==> config.mk <==
export PLATFORM = sky130hd
export DESIGN_NAME = word_pattern_detector
export DESIGN_NICKNAME = d
export VERILOG_FILES = /design/src/rtl/word_pattern_detector.sv
export SDC_FILE = /design/constraint.sdc
export NUM_CORES = 1
export LEC_CHECK = 0
export CAP_MARGIN = 0
export CORE_MARGIN = 1.5
export CORE_UTILIZATION = 40
export DETAILED_ROUTE_END_ITERATION = 16
export GPL_TIMING_DRIVEN = 0
export MAX_ROUTING_LAYER = met4
export SLEW_MARGIN = 20
export SYNTH_ARGS = -nofsm -noshare
export SYNTH_HDL_FRONTEND = slang
export SYNTH_SLANG_ARGS = --single-unit
==> constraint.sdc <==
create_clock -name clk -period 13.9 [get_ports clk]
set_input_delay 2.78 -clock clk [delete_from_list [all_inputs] [get_ports clk]]
set_output_delay 2.78 -clock clk [all_outputs]
set_load 0.01 [all_outputs]
==> src/rtl/word_pattern_detector.sv <==
// Streaming word matcher: compares the most recent accepted letters against a
// programmable pattern with '?' wildcards and optional case folding.
module word_pattern_detector #(
  parameter int MAX_LEN = 8,
  parameter int CNT_W   = 8
) (
  input  logic                       clk,
  input  logic                       rst,
  input  logic [7:0]                 letter,
  input  logic                       letter_vld,
  input  logic                       nocase,
  input  logic                       cfg_we,
  input  logic [$clog2(MAX_LEN)-1:0] cfg_addr,
  input  logic [7:0]                 cfg_data,
  input  logic                       len_we,
  input  logic [$clog2(MAX_LEN):0]   len_data,
  input  logic                       cnt_clr,
  output logic                       eurika,
  output logic [CNT_W-1:0]           match_cnt
);

  localparam int AW = $clog2(MAX_LEN);
  localparam int LW = AW + 1;

  typedef logic [7:0] char_t;

  char_t             pat_q  [MAX_LEN];
  char_t             pat_d  [MAX_LEN];
  char_t             hist_q [MAX_LEN];
  char_t             hist_d [MAX_LEN];
  char_t             win    [MAX_LEN];
  logic [LW-1:0]     len_q, len_d;
  logic [LW-1:0]     fill_q, fill_d, fill_inc;
  logic [CNT_W-1:0]  cnt_q, cnt_d;
  logic              eurika_q, eurika_d;
  logic              cfg_any, accept, mismatch, hit;

  function automatic char_t reset_char(input int idx);
    char_t c;
    c = 8'h3F;
    if (MAX_LEN == 8) begin
      case (idx)
        0:       c = 8'h48; // H
        1:       c = 8'h4F; // O
        2:       c = 8'h4D; // M
        3:       c = 8'h45; // E
        4:       c = 8'h57; // W
        5:       c = 8'h4F; // O
        6:       c = 8'h52; // R
        7:       c = 8'h4B; // K
        default: c = 8'h3F;
      endcase
    end
    return c;
  endfunction

  function automatic char_t fold(input char_t c, input logic nc);
    return (nc && c >= 8'h61 && c <= 8'h7A) ? c - 8'h20 : c;
  endfunction

  function automatic logic ch_match(input char_t p, input char_t c, input logic nc);
    return (p == 8'h3F) || (fold(p, nc) == fold(c, nc));
  endfunction

  // NOTE: the pattern file is small and has a defined power-up value, so it is
  // reset like any other register rather than left as uninitialised storage.
  always_ff @(posedge clk) begin
    if (rst) begin
      for (int i = 0; i < MAX_LEN; i++) begin
        pat_q[i]  <= reset_char(i);
        hist_q[i] <= 8'h00;
      end
      len_q    <= LW'(MAX_LEN);
      fill_q   <= '0;
      cnt_q    <= '0;
      eurika_q <= 1'b0;
    end else begin
      pat_q    <= pat_d;
      hist_q   <= hist_d;
      len_q    <= len_d;
      fill_q   <= fill_d;
      cnt_q    <= cnt_d;
      eurika_q <= eurika_d;
    end
  end

  // NOTE: every combinational output gets a default first so no latch is inferred.
  always_comb begin
    pat_d    = pat_q;
    hist_d   = hist_q;
    len_d    = len_q;
    fill_d   = fill_q;
    cnt_d    = cnt_q;
    mismatch = 1'b0;

    cfg_any = cfg_we | len_we;
    accept  = letter_vld & ~cfg_any;

    // win[0] is the letter on offer, win[j] the one accepted j letters earlier.
    win[0] = letter;
    for (int j = 1; j < MAX_LEN; j++) win[j] = hist_q[j-1];

    fill_inc = (fill_q == LW'(MAX_LEN)) ? fill_q : fill_q + LW'(1);

    // Pattern index i lines up with window slot j when i + j + 1 == len.
    for (int i = 0; i < MAX_LEN; i++) begin
      for (int j = 0; j < MAX_LEN; j++) begin
        if ((i + j + 1 == int'(len_q)) && !ch_match(pat_q[i], win[j], nocase))
          mismatch = 1'b1;
      end
    end

    hit      = accept && (fill_inc >= len_q) && !mismatch;
    eurika_d = hit;

    if (cfg_we && (int'(cfg_addr) < MAX_LEN)) pat_d[cfg_addr] = cfg_data;

    if (len_we) begin
      if (len_data <= LW'(1))            len_d = LW'(1);
      else if (len_data > LW'(MAX_LEN))  len_d = LW'(MAX_LEN);
      else                               len_d = len_data;
    end

    if (cfg_any) begin
      fill_d = '0;
    end else if (accept) begin
      hist_d = win;
      fill_d = fill_inc;
    end

    if (cnt_clr)                   cnt_d = '0;
    else if (hit && cnt_q != '1)   cnt_d = cnt_q + CNT_W'(1);
  end

  assign eurika    = eurika_q;
  assign match_cnt = cnt_q;

endmodule

## Word-level counts from Yosys, hierarchy flattened

Cells that the tools add are included.

- Memory bits (writable): 0
- Memories: 0
- Word-level logic and storage cells: 485
- Output and inout port bits: 9
- Bits in latches: 0
- Bits of input ports: 30
- Bits in read-only memories: 0
- Flip-flop bits (word level): 137

- Magnitude comparators: 37
- Equality and inequality tests: 89
- Add/subtract/negate cells: 18
- Muxes and demuxes: 86
- Divide/modulo/power cells: 0
- Multipliers: 0
- Shift-type cells: 0
- Bitwise operators: 4
- Reductions and logical operators: 232

Operators by type and width:

| kind | count |
|---|---|
| 8-bit == test | 64 |
| 8-bit two-way mux | 17 |
| 8-bit by 7-bit >= comparator with 1-bit output, second input constant | 16 |
| 8-bit by 7-bit <= comparator with 1-bit output, second input constant | 16 |
| 8-bit by 6-bit subtractor with 8-bit output, second input constant | 16 |
| 1-bit logical AND | 100 |
| 1-bit zero test | 65 |
| 64-bit bitwise mux | 1 |
| 8-bit by 6-bit == test with 1-bit output, second input constant | 8 |
| 1-bit logical OR | 64 |
| 1-bit two-way mux | 64 |
| 4-bit == test, first input constant | 8 |
| 8-bit demux with 3-bit select | 1 |
| 3-bit by 4-bit == test with 1-bit output, first input constant | 4 |
| 4-bit two-way mux | 3 |
| 8-bit by 1-bit adder with 8-bit output, second input constant | 1 |
| 2-bit by 4-bit == test with 1-bit output, first input constant | 2 |
| 8-bit inequality test, second input constant | 1 |
| 4-bit by 1-bit adder with 4-bit output, second input constant | 1 |
| 1-bit by 4-bit == test with 1-bit output, first input constant | 1 |
| 4-bit == test, second input constant | 1 |
| 4-bit >= comparator | 1 |
| 4-bit >= comparator, second input constant | 1 |
| 4-bit greater-than comparator, second input constant | 1 |
| 8 further kinds | 9 |

## Longest topological paths before layout

Gate-level depths: netlist of the first run.

- Depth after elaboration: 75
- Gate-level depth with buffers: 17

## Least setup slack after synthesis of the first run

OpenSTA, ideal clock, no wires.

- Kind: input port to flip-flop
- Start: in letter[1]
- End: reg cnt_q[7] (netlist: match_cnt[7])
- Arrival: 6.277 ns
- Setup slack: 7.554 ns
- Stages on the path: 13
- Path through: buf_2 a21oi_1 nor2_1 o41ai_2 xor2_1 nor4_1 a31oi_1 or4_1 o31a_1 nor4_4 nand3_2 or4_1 a21oi_1

- Word-level cells in the longest chain between the ends: 75
- Elaborated cells between the ends (all ways): 105
- Those cells by class: 1 x add/sub; 2 x order compare; 8 x eq/ne; 65 x mux; 29 x reduce/logical

Ends and longest elaborated chain:

| item | RTL line | RTL |
|---|---|---|
| start, declared | 9 | `input logic [7:0] letter,` |
| 8-bit by 7-bit >= comparator with 1-bit output | 58 | `return (nc && c >= 8'h61 && c <= 8'h7A) ? c - 8'h20 : c;` |
| 1-bit logical AND (2 in a row) | 58 |  |
| 8-bit two-way mux * | 58 |  |
| 8-bit == test | 62 | `return (p == 8'h3F) \|\| (fold(p, nc) == fold(c, nc));` |
| 1-bit logical OR | 62 |  |
| 1-bit zero test | 108 | `if ((i + j + 1 == int'(len_q)) && !ch_match(pat_q[i], win[j], nocase))` |
| 1-bit logical AND | 108 |  |
| 1-bit two-way mux (56 in a row) | 108 |  |
| 1-bit two-way mux * (8 in a row) | 108 |  |
| 1-bit zero test * | 113 | `hit = accept && (fill_inc >= len_q) && !mismatch;` |
| 1-bit logical AND * | 113 |  |
| 1-bit logical AND * | 132 | `else if (hit && cnt_q != '1) cnt_d = cnt_q + CNT_W'(1);` |
| end signal, assigned | 82 | `cnt_q <= cnt_d;` |
| end, declared | 34 | `logic [CNT_W-1:0] cnt_q, cnt_d;` |

Mark *: on every way between the ends. The rest lies on a longest branch, timed or not.
A chain may end at the register's enable or synchronous reset.

## Worst setup path after layout of the first run

- Start: in nocase
- End: reg cnt_q[7] (netlist: match_cnt[7])

- Word-level cells in the longest chain between the ends: 74
- Elaborated cells between the ends (all ways): 371
- Those cells by class: 64 x eq/ne; 80 x mux; 227 x reduce/logical

Ends and longest elaborated chain:

| item | RTL line | RTL |
|---|---|---|
| start, declared | 11 | `input logic nocase,` |
| 1-bit logical AND (2 in a row) | 58 |  |
| 8-bit two-way mux | 58 |  |
| 8-bit == test | 62 |  |
| 1-bit logical OR | 62 |  |
| 1-bit zero test | 108 |  |
| 1-bit logical AND | 108 |  |
| 1-bit two-way mux (63 in a row) | 108 |  |
| 1-bit two-way mux * | 108 |  |
| 1-bit zero test * | 113 |  |
| 1-bit logical AND * | 113 |  |
| 1-bit logical AND * | 132 |  |

Marks and branches as above.

==> reports/summary.log, run 1 <==
[final_layout] Post-Layout Inst Area 15,000 sq um
[synth] library cell occupying the most area in the post-synthesis netlist sky130_fd_sc_hd__dfxtp_1
[min_path] Hold WC Path Type flop to flop
[grt] remaining global-route overflow 0
[die] Die Area 33,800 sq um
[timing] max-slew violation total from the final report 0
[grt] pin count of the biggest net entering global routing 17
[cts] number of buffers created by CTS 17
[synth] Syn Area/Cell 7.67 sq um
[grt] routing usage on met1 0.390
[final_layout] proportion of layout cells with a drive suffix above 1 0.0675
[worst_setup_path] Worst setup EP type flop
[synth] Post-Syn Instances 1,709
[grt] via count of the first global-routing pass 11,924
[worst_setup_path] Critical Path, Cell by Cell buf_4 -> clkbuf_1 -> buf_2 -> nand3b_1 -> o21ai_1 -> xor2_1 -> nor4_1 -> o31ai_1 -> nor4_1 -> o211ai_1 -> nor4_4 -> nand3_2 -> or4_1 -> a21oi_1
[grt] global routing usage on met3 0.0499
[synth] fraction of post-synthesis cell area in the top cell type by area 0.209
[worst_setup_path] Slowest-stage cell, CP sky130_fd_sc_hd__o21ai_1
[synth] register bit total from synthesis 137
[die] initial core utilization 0.405
[final_layout] fin nets 1,818
[flow_run] Max-Cap Viols 0
[final_layout] Diodes inserted 0
[min_path] min-delay src match_cnt[4]
[power] VDD IR max 0.0877 mV
[synth] leading cell type by number of instances after synthesis sky130_fd_sc_hd__xor2_1
[timing] worst rel slew slack 0.241
[synth] top cells by count, synth sky130_fd_sc_hd__xor2_1 (298), sky130_fd_sc_hd__nand2_1 (233), sky130_fd_sc_hd__xnor2_1 (220)
[timing] maximum frequency from static timing analysis 134 MHz
[route] antenna viol nets, final 0
[place] placement-stage cell area 14,300 sq um
[synth] synthesized net count 1,762
[route] initial drt markers 936
[worst_setup_path] Worst EP required 14.29 ns
[timing] setup violation total in the final timing report 0
[synth] total of warnings raised by yosys 0
[grt] antenna violations before repair 0
[route] total wirelength of the detailed-routed design 49.3 mm
[synth] cell area after technology mapping 13,100 sq um
[die] floorplan row count 66
[worst_setup_path] start-to-end type of the worst setup path primary input to flop
[timing] Final Critical Period 7.44 ns
[cts] number of hold buffers added after cts 0
[worst_setup_path] CP Max Fanout 10
[synth] count of cell types in the netlist 52
[cts] setup fix buffers added after clock tree synthesis 0
[worst_setup_path] cell family with the largest share of critical-path delay simple AND/OR/NAND/NOR gates
[timing] Max Clock Skew 0.0145 ns
[synth] Seq/Total Area, Yosys 0.209
[worst_setup_path] crit path DAT 7.84 ns
[timing] ratio of final minimum period to clock period 0.535
[grt] first-pass GRT wire length 74.4 mm
[die] die height 184 microns
[route] DRC violation count after routing 0
[power] total power per unit cell area 69.8 nW/um^2
[worst_setup_path] startpoint types primary input
[synth] synth top area cells sky130_fd_sc_hd__dfxtp_1 (21%), sky130_fd_sc_hd__xor2_1 (20%), sky130_fd_sc_hd__xnor2_1 (15%)
[route] via total after detailed routing 12,719
[worst_setup_path] most frequent cell on the critical path sky130_fd_sc_hd__nor4_1
[grt] global-route usage over all layers 0.305
[cts] sink count of the clock tree 137
[cts] Reg clk slew, reported paths 0.07 ns
[worst_setup_path] CP Launch Point nocase
[cts] Max Buffers Root-to-Sink 2
[final_layout] count of filler cells inserted in the layout 3,279
[place] gpl congestion 0.948
[cts] TritonCTS clock tree built
[die] DIE WIDTH 184 microns
[die] num ports 39
[worst_setup_path] buffers and inverters on the worst path 3
[route] WL per Instance 22.2 microns
[grt] M2 GR Usage 0.476
[timing] pin slew with the least headroom to its limit 1.13 ns
[timing] Setup Total Neg Slack 0 ns
[final_layout] area of the multi-input gates 9960 sq um
[synth] top_reg_cell synth sky130_fd_sc_hd__dfxtp_1
[grt] global-route layer with the greatest usage met2
[synth] proportion of synthesized flip-flops having asynchronous set or reset 0
[cts] number of levels the H-tree was split into 4
[route] via/cell ratio 5.73
[cts] CTS root buf sky130_fd_sc_hd__clkbuf_16
[final_layout] area growth from synthesis to layout 14.1%
[final_layout] Register Area 2740 sq um
[timing] setup repair after global routing missed its margin false
[worst_setup_path] beginning of the worst register-to-register path pat_q[51]
[place] number of input and output port buffers inserted 28
[route] number of optimization iterations in the first detailed-route pass 7
[cts] clock latency of the later-clocked register in the worst-skew pair 0.46 ns
[outcome] status complete, no violations
[timing] count of endpoints failing hold in the final timing report 0
[place] DP HPWL 37.5 mm
[power] Leak 0.00481 uW
[die] Placeable Area 32,400 sq um
[cts] number of gates given a new drive strength after cts 0
[worst_setup_path] largest incremental delay on the critical path 0.87 ns
[synth] count of flip-flops with a built-in enable after synthesis 0
[where the power goes]
group / internal, uW / switching [uW]
sequential: 399 / 6.98
combinational: 57.4 / 107
clock: 282 / 191
total: 739 / 305
[state kept, by name (all words and copies together) (netlist names)]
| name | cells |
|---|---|
| pat_q | 64 |
| hist_q | 56 |
| len_q | 4 |
| eurika | 1 |
| fill_q | 4 |
| match_cnt | 8 |
[layer usage]
layer | vias to the layer above | share of wire
li1 | 5936 | -
met1 | 6136 | 0.43
met2 | 525 | 0.46
met3 | 122 | 0.075
met4 | 0 | 0.034
met5 | - | 0
[final timing paths]
path         depth (start not counted)            to  slack (ns)
min reg2reg                          2  match_cnt[4]        0.50
min                                  2  match_cnt[4]        0.50
max                                 14  match_cnt[7]        6.46
max reg2reg                         13  match_cnt[7]        8.87
[placed cells by master, fill, tap and decap left out, types with 20 or more instances in the layout]
master and instances:
sky130_fd_sc_hd__inv_1 49, sky130_fd_sc_hd__clkdlybuf4s50_1 28, sky130_fd_sc_hd__nand4_1 20, sky130_fd_sc_hd__dfxtp_1 137, sky130_fd_sc_hd__nor4_1 68, sky130_fd_sc_hd__xor2_1 298
sky130_fd_sc_hd__o22ai_1 20, sky130_fd_sc_hd__mux2i_1 31, sky130_fd_sc_hd__nand2_1 233, sky130_fd_sc_hd__xnor2_1 220, sky130_fd_sc_hd__nor3_1 64, sky130_fd_sc_hd__nor2_1 56
sky130_fd_sc_hd__a21oi_1 94, sky130_fd_sc_hd__ha_1 23, sky130_fd_sc_hd__nand3_1 100, sky130_fd_sc_hd__buf_1 55, sky130_fd_sc_hd__buf_2 28, sky130_fd_sc_hd__o41ai_4 23
sky130_fd_sc_hd__clkbuf_1 49
[cell type report]
class | instances | share of cell area
buffer | 134 | 0.0365
sequential | 137 | 0.183
inverter | 50 | 0.0126
tap | 442 | 0.0370
timing repair buffer | 37 | 0.0245
multi-input combinational | 1388 | 0.666
clock buffer | 21 | 0.0321
clock inverter | 10 | 0.00787
[tightest hold or removal path, stage by stage, from the launching register on]
cell	delay (ns)
sky130_fd_sc_hd__dfxtp_1	0.33
sky130_fd_sc_hd__o31ai_1	0.07
sky130_fd_sc_hd__a21oi_1	0.05
[cell families after synthesis]
group           after synthesis  share of synthesized area
compound gates              232                      0.131
xor+xnor                    518                      0.346
fa+ha+maj                    23                     0.0220
buf+inv                     184                     0.0560
flops                       137                      0.209
mux                          31                     0.0237
simple gates                584                      0.211
[per-stage QoR]
| stage | cells | worst slack (ns) | power [uW] | hold slack (ns) | utilization |
|---|---|---|---|---|---|
| after floorplan | 1709 | 7.55 | 521 | 0.468 | - |
| after global placement | 2179 | 5.92 | 567 | 0.487 | 0.430 |
| after detailed placement | 2188 | 5.98 | 575 | 0.500 | 0.443 |
| after CTS | 2219 | 6.47 | 1040 | 0.509 | 0.461 |
| after global routing | 2219 | 6.18 | 1080 | 0.545 | 0.462 |
| final | 2219 | 6.46 | 1040 | 0.498 | 0.462 |
(Power assumes the default switching activity.)
==> run 2, diff against run 1 <==
==> constraint.sdc (replaced) <==
create_clock -name clk -period 6.4 [get_ports clk]
set_input_delay 1.28 -clock clk [delete_from_list [all_inputs] [get_ports clk]]
set_output_delay 1.28 -clock clk [all_outputs]
set_load 0.01 [all_outputs]
==> results of run 2 <==
The final DEF is identical to that of run 1. Status: complete, no violations.
Main changes from that run: setup slack after placement 5.98 ns -> -0.0165 ns; setup slack after layout 6.46 ns -> 0.458 ns; register-to-register setup slack 8.87 ns -> 1.37 ns; total power 1040 uW -> 2270 uW; worst IR drop on VDD 0.0877 mV -> 0.191 mV
